<file path="config.mk">
export PLATFORM = sky130hd
export DESIGN_NAME = noc_echo_peer
export DESIGN_NICKNAME = d
export VERILOG_FILES = /design/src/rtl/noc_echo_peer.sv
export SDC_FILE = /design/constraint.sdc
export NUM_CORES = 1
export LEC_CHECK = 0
export CORE_MARGIN = 5
export CORE_UTILIZATION = 60
export CTS_BUF_LIST = sky130_fd_sc_hd__clkbuf_16
export CTS_CLUSTER_DIAMETER = 200
export DETAILED_ROUTE_END_ITERATION = 10
export GPL_ROUTABILITY_DRIVEN = 0
export PLACE_DENSITY_LB_ADDON = 0.05
export RECOVER_POWER = 100
export SYNTH_ARGS = -nofsm -noshare
export SYNTH_HDL_FRONTEND = slang
export SYNTH_SLANG_ARGS = --single-unit
</file>
<file path="constraint.sdc">
create_clock -name clock -period 7.9 [get_ports clock]
set_clock_uncertainty 0.05 [all_clocks]
set_input_delay 0.79 -clock clock [delete_from_list [all_inputs] [get_ports clock]]
set_output_delay 0.79 -clock clock [all_outputs]
set_load 0.02 [all_outputs]
</file>
<file path="src/rtl/noc_echo_peer.sv">
// Loopback endpoint for the packet-sim flit port: buffers inbound packets and
// returns them with the header rewritten to ECHO_DEST, using credit backpressure.
module noc_echo_peer #(
    parameter int                    FLIT_WIDTH   = 32,
    parameter int                    BUFFER_DEPTH = 8,
    parameter logic [FLIT_WIDTH-1:0] ECHO_DEST    = '0,
    parameter int                    COUNT_WIDTH  = 16
) (
    input  logic                              clock,
    input  logic                              reset,
    input  logic                              rx,
    input  logic [FLIT_WIDTH-1:0]             data_i,
    output logic                              credit_o,
    output logic                              tx,
    output logic [FLIT_WIDTH-1:0]             data_o,
    input  logic                              credit_i,
    output logic [$clog2(BUFFER_DEPTH):0]     fifo_level,
    output logic [COUNT_WIDTH-1:0]            rx_pkt_count,
    output logic [COUNT_WIDTH-1:0]            tx_pkt_count,
    output logic                              proto_err
);

    localparam int AW = $clog2(BUFFER_DEPTH);
    localparam int LW = AW + 1;

    typedef enum logic [1:0] {R_HEADER, R_SIZE, R_PAYLOAD} rx_state_t;
    typedef enum logic [1:0] {T_HEADER, T_SIZE, T_PAYLOAD} tx_state_t;

    logic [FLIT_WIDTH-1:0] mem [BUFFER_DEPTH];
    logic [AW-1:0]         wr_ptr, rd_ptr;
    logic [LW-1:0]         level_next;
    logic [FLIT_WIDTH-1:0] head;
    logic                  push, pop;

    rx_state_t             rx_state, rx_state_next;
    tx_state_t             tx_state, tx_state_next;
    logic [FLIT_WIDTH-1:0] rcnt, rcnt_next, tcnt, tcnt_next;
    logic                  rx_done, tx_done;

    assign tx   = (fifo_level != '0);
    assign push = rx && credit_o;
    assign pop  = tx && credit_i;
    assign head = mem[rd_ptr];

    // Header slot is replaced on the way out; idle output is forced to zero.
    always_comb begin
        data_o = '0;
        if (tx) data_o = (tx_state == T_HEADER) ? ECHO_DEST : head;
    end

    always_comb begin
        level_next = fifo_level;
        if (push && !pop)      level_next = fifo_level + LW'(1);
        else if (!push && pop) level_next = fifo_level - LW'(1);
    end

    always_comb begin
        rx_state_next = rx_state;
        rcnt_next     = rcnt;
        rx_done       = 1'b0;
        if (push) begin
            case (rx_state)
                R_HEADER: rx_state_next = R_SIZE;
                R_SIZE: begin
                    if (data_i == '0) begin
                        rx_state_next = R_HEADER;
                        rx_done       = 1'b1;
                    end else begin
                        rx_state_next = R_PAYLOAD;
                        rcnt_next     = data_i;
                    end
                end
                R_PAYLOAD: begin
                    rcnt_next = rcnt - FLIT_WIDTH'(1);
                    if (rcnt == FLIT_WIDTH'(1)) begin
                        rx_state_next = R_HEADER;
                        rx_done       = 1'b1;
                    end
                end
                default: rx_state_next = R_HEADER;
            endcase
        end
    end

    always_comb begin
        tx_state_next = tx_state;
        tcnt_next     = tcnt;
        tx_done       = 1'b0;
        if (pop) begin
            case (tx_state)
                T_HEADER: tx_state_next = T_SIZE;
                T_SIZE: begin
                    if (head == '0) begin
                        tx_state_next = T_HEADER;
                        tx_done       = 1'b1;
                    end else begin
                        tx_state_next = T_PAYLOAD;
                        tcnt_next     = head;
                    end
                end
                T_PAYLOAD: begin
                    tcnt_next = tcnt - FLIT_WIDTH'(1);
                    if (tcnt == FLIT_WIDTH'(1)) begin
                        tx_state_next = T_HEADER;
                        tx_done       = 1'b1;
                    end
                end
                default: tx_state_next = T_HEADER;
            endcase
        end
    end

    always_ff @(posedge clock) begin
        if (push) mem[wr_ptr] <= data_i;
    end

    always_ff @(posedge clock) begin
        if (!reset) begin
            wr_ptr       <= '0;
            rd_ptr       <= '0;
            fifo_level   <= '0;
            credit_o     <= 1'b0;
            rx_state     <= R_HEADER;
            tx_state     <= T_HEADER;
            rcnt         <= '0;
            tcnt         <= '0;
            rx_pkt_count <= '0;
            tx_pkt_count <= '0;
            proto_err    <= 1'b0;
        end else begin
            if (push) wr_ptr <= wr_ptr + AW'(1);
            if (pop)  rd_ptr <= rd_ptr + AW'(1);
            fifo_level <= level_next;
            credit_o   <= (level_next < LW'(BUFFER_DEPTH));
            rx_state   <= rx_state_next;
            tx_state   <= tx_state_next;
            rcnt       <= rcnt_next;
            tcnt       <= tcnt_next;
            if (rx_done) rx_pkt_count <= rx_pkt_count + COUNT_WIDTH'(1);
            if (tx_done) tx_pkt_count <= tx_pkt_count + COUNT_WIDTH'(1);
            if (rx && !credit_o) proto_err <= 1'b1;
        end
    end

endmodule

</file>
==> results.md <==
* Status: finished with violations
* Failing checks: capacitance limit, slew limit
* Post-Route WL at ~42 mm
* WL per Instance at approximately 24 µm
* Worst ir drop on vdd at 0.1744 mV
* Die area at 0.03094 mm²
* Metal2 WL at between 15 and 20 mm
* Crit path arrival time at 6140 ps
* Syn Area/Cell at 12.58 µm²
* DR vias/cell at between 6 and 7
* Total gr overflow at 0
* RR Endpoint: tcnt[0]
* CTS tree: done
* Synth Area in XOR/XNOR at 0.004773
* TNS Setup at 0 ps
* Register area share after synthesis at 0.6048
* Antenna violations before repair at 2
* Slew Limit Fails at 324
* Rel. slew slack at -0.6164
* Clk sinks at 371
* Critical Path Start Type: register
* Worst r2r path cells at 9
* Largest net degree at the start of global routing at 74
* RSZ-0062 raised after global routing: no
* Net Count, Synth at 1,368
* Max layer used: met4
* 1st-iter DRT viols at between 1,000 and 1,500
* Core Util, Final at 0.7048
* Number of gates resized after CTS at 0
* Maximum fanout along the worst path at 45
* Number of global-route vias before repair at ~11,000
* DR vias at 11,684
* DRC viols at 0
* Site Rows at 60
* Synthesized cell area at 0.01652 mm²
* Distinct cells, synth at 62
* Number of flops mapped to enable cells by yosys at 256
* Ys async rst share at 0
* Simple-gate share of the synthesized area at 0.1290
* Fin crit share at 0.7313
* Worst Tran Pin Value at 2425 ps
* # setup viols final at 0
* Maxcap violations at 12
* # IOs at 107
* Synth top area share at 0.4655
* Final HPWL DP at 26.93 mm
* Hold Path Class: register to register
* Max Fclk at 0.1731 GHz
* Filler Cell Count at ~1,900
* Synth Area in Adders at 0.01439
* Most common cell in the synthesized netlist: edfxtp_1
* Post-route ant nets at 0
* Main combinational cell family by area after synthesis: simple AND/OR/NAND/NOR gates
* Required @ worst endpoint at 8260 ps
* Initial Util at 0.6111
* Area leader, netlist: edfxtp_1
* Share of layout cells above drive strength 1 at 0.1098
* Area contributors post-synth: edfxtp_1 47%, dfxtp_1 14%, mux4_2 8.7%
* Endpoints failing hold at 0
* Crit Path Category: register to register
* Antenna cells at 0
* Tot GR Track Use at 0.2691
* Area Overhead vs Synth at 15.33%
* YS warnings at 0
* Core Box Area at around 0.027 mm²
* Post-CTS Hold Buffers at 0
* DR WL met3 at 4.192 mm
* Overall Power at 5405 µW
* First-pass GRT wire length at 64.93 mm
* Setup Buffers After CTS at 0
* Worst-path clk slew at around 60 ps
* Post-synthesis mux area share at 0.1121
* TritonCTS buffer count at 39
* Hold path start: rd_ptr[1]
* PwrDens at 283.8 mW/mm²
* R2R setup slack at between 2000 and 2500 ps
* Die W at 175.9 µm
* Synth cell count leaders: 256 x edfxtp_1, 115 x dfxtp_1, 107 x nand2_1
* Top FF cell, synth: edfxtp_1
* Hold-critical path depth at 2
* First-pass DRT Iterations at 7
* Clk buf depth at 3
* Worst skew pair latency at 520 ps
* Met1 WL at 16.71 mm
* Nets@finish at around 1,500
* H-tree Lvls at 2
* Synth Area in Compound Gates at 0.1079
* Fin crit period at 5777 ps
* Crit. End Element: register
* CTS Root Cell: clkbuf_16
* P_leak at 0.006440 µW
* Synthesized flop and latch total at roughly 370
* Die H at 175.9 µm
* I/O Buffers at about 110
* Post-Synthesis Cells at about 1,300
[cell usage in the layout (no fill, tap or decap), types with 7 or more instances in the layout]
cell type and instances:
nand4_1 26, or4_1 23, mux4_2 64, clkbuf_1 14, o221a_2 7, edfxtp_1 256, inv_1 35, a31o_2 7
dlygate4sd3_1 102, dfxtp_1 113, a211oi_1 14, or3_1 16, a31oi_1 36, and2_1 7, nor4_1 29, mux2i_1 41
a31o_1 10, nand3_1 28, and3_1 16, nand2b_1 15, nor2_1 101, buf_4 8, o22ai_1 13, nand2_1 107
o31ai_1 19, nor3_1 30, ha_1 17, o21ai_0 63, clkbuf_16 41, a21oi_1 65
[sequential cells by signal (all words and copies together), names as in the netlist, named ones only]
name and cells:
mem 256, rcnt 32, tcnt 32, rx_pkt_count 16, tx_pkt_count 16, fifo_level 4, rd_ptr 3, wr_ptr 3
rx_state 2, tx_state 2, credit_o 1, proto_err 1
[critical path, cell delays in order (launching register included)]
cell	delay (ps)
dfxtp_4	980
clkbuf_1	1220
mux4_2	630
mux2i_1	330
nand4_1	180
nor4_1	740
a31oi_2	160
buf_4	290
and2_1	620
a221oi_1	440
[layer usage]
| metal | track usage | vias up |
|---|---|---|
| met1 | 0.3838 | 5718 |
| met3 | 0.05166 | 89 |
| met5 | 0 | - |
| met4 | 0.07505 | 0 |
| li1 | - | 5295 |
| met2 | 0.4296 | 582 |
[power by group]
| part | internal (µW) | switching [µW] | total (µW) |
|---|---|---|---|
| Sequential | 2170 | 115 | 2290 |
| Clock | 1040 | 742 | 1780 |
| Combinational | 500 | 833 | 1330 |
| Total | 3720 | 1690 | 5400 |
[metrics by stage]
stage / instances / area, µm² / hold WS (ps) / setup WS, ps
floorplan: 1313 / 16520 / 397.5 / 3315
global placement: 1700 / 17890 / 399.7 / 3256
detailed placement: 1700 / 17890 / 417.2 / 3140
CTS: 1771 / 19150 / 425.5 / 3134
global route: 1771 / 19050 / 457.5 / 1516
finish: 1771 / 19050 / 423.1 / 2123
[kinds of logic (layout without fill, tap and decap cells)]
logic type,count (synthesis),after routing
xor+xnor,9,9
flops,371,371
buf+inv,109,226
simple gates,423,423
mux,105,105
compound gates,277,277
fa+ha+maj,19,19
[final cells by class]
| type | count | area, µm² | area share |
|---|---|---|---|
| inverters | 27 | 101.3 | 0.005321 |
| repair buffers | 128 | 1169 | 0.06135 |
| well taps | 341 | 426.7 | 0.02240 |
| clock buffers | 41 | 1026 | 0.05387 |
| clock inverters | 30 | 231.5 | 0.01215 |
| multi-input cells | 833 | 6098 | 0.3202 |
| flip-flops and latches | 371 | 9995 | 0.5247 |
[how the worst max path moves through the flow]
stage / startpoint / to / slack (ps) / cells past startpoint
finish: register / tcnt[0] / 2120 / 9
global route: register / tcnt[0] / 1520 / 9
CTS: register / tcnt[0] / 3130 / 9
detailed placement: register / tcnt[2] / 3140 / 9
global placement: register / tcnt[3] / 3260 / 9
floorplan: rx / mem[0][0] / 3320 / 2
(Power assumes the default switching activity.)
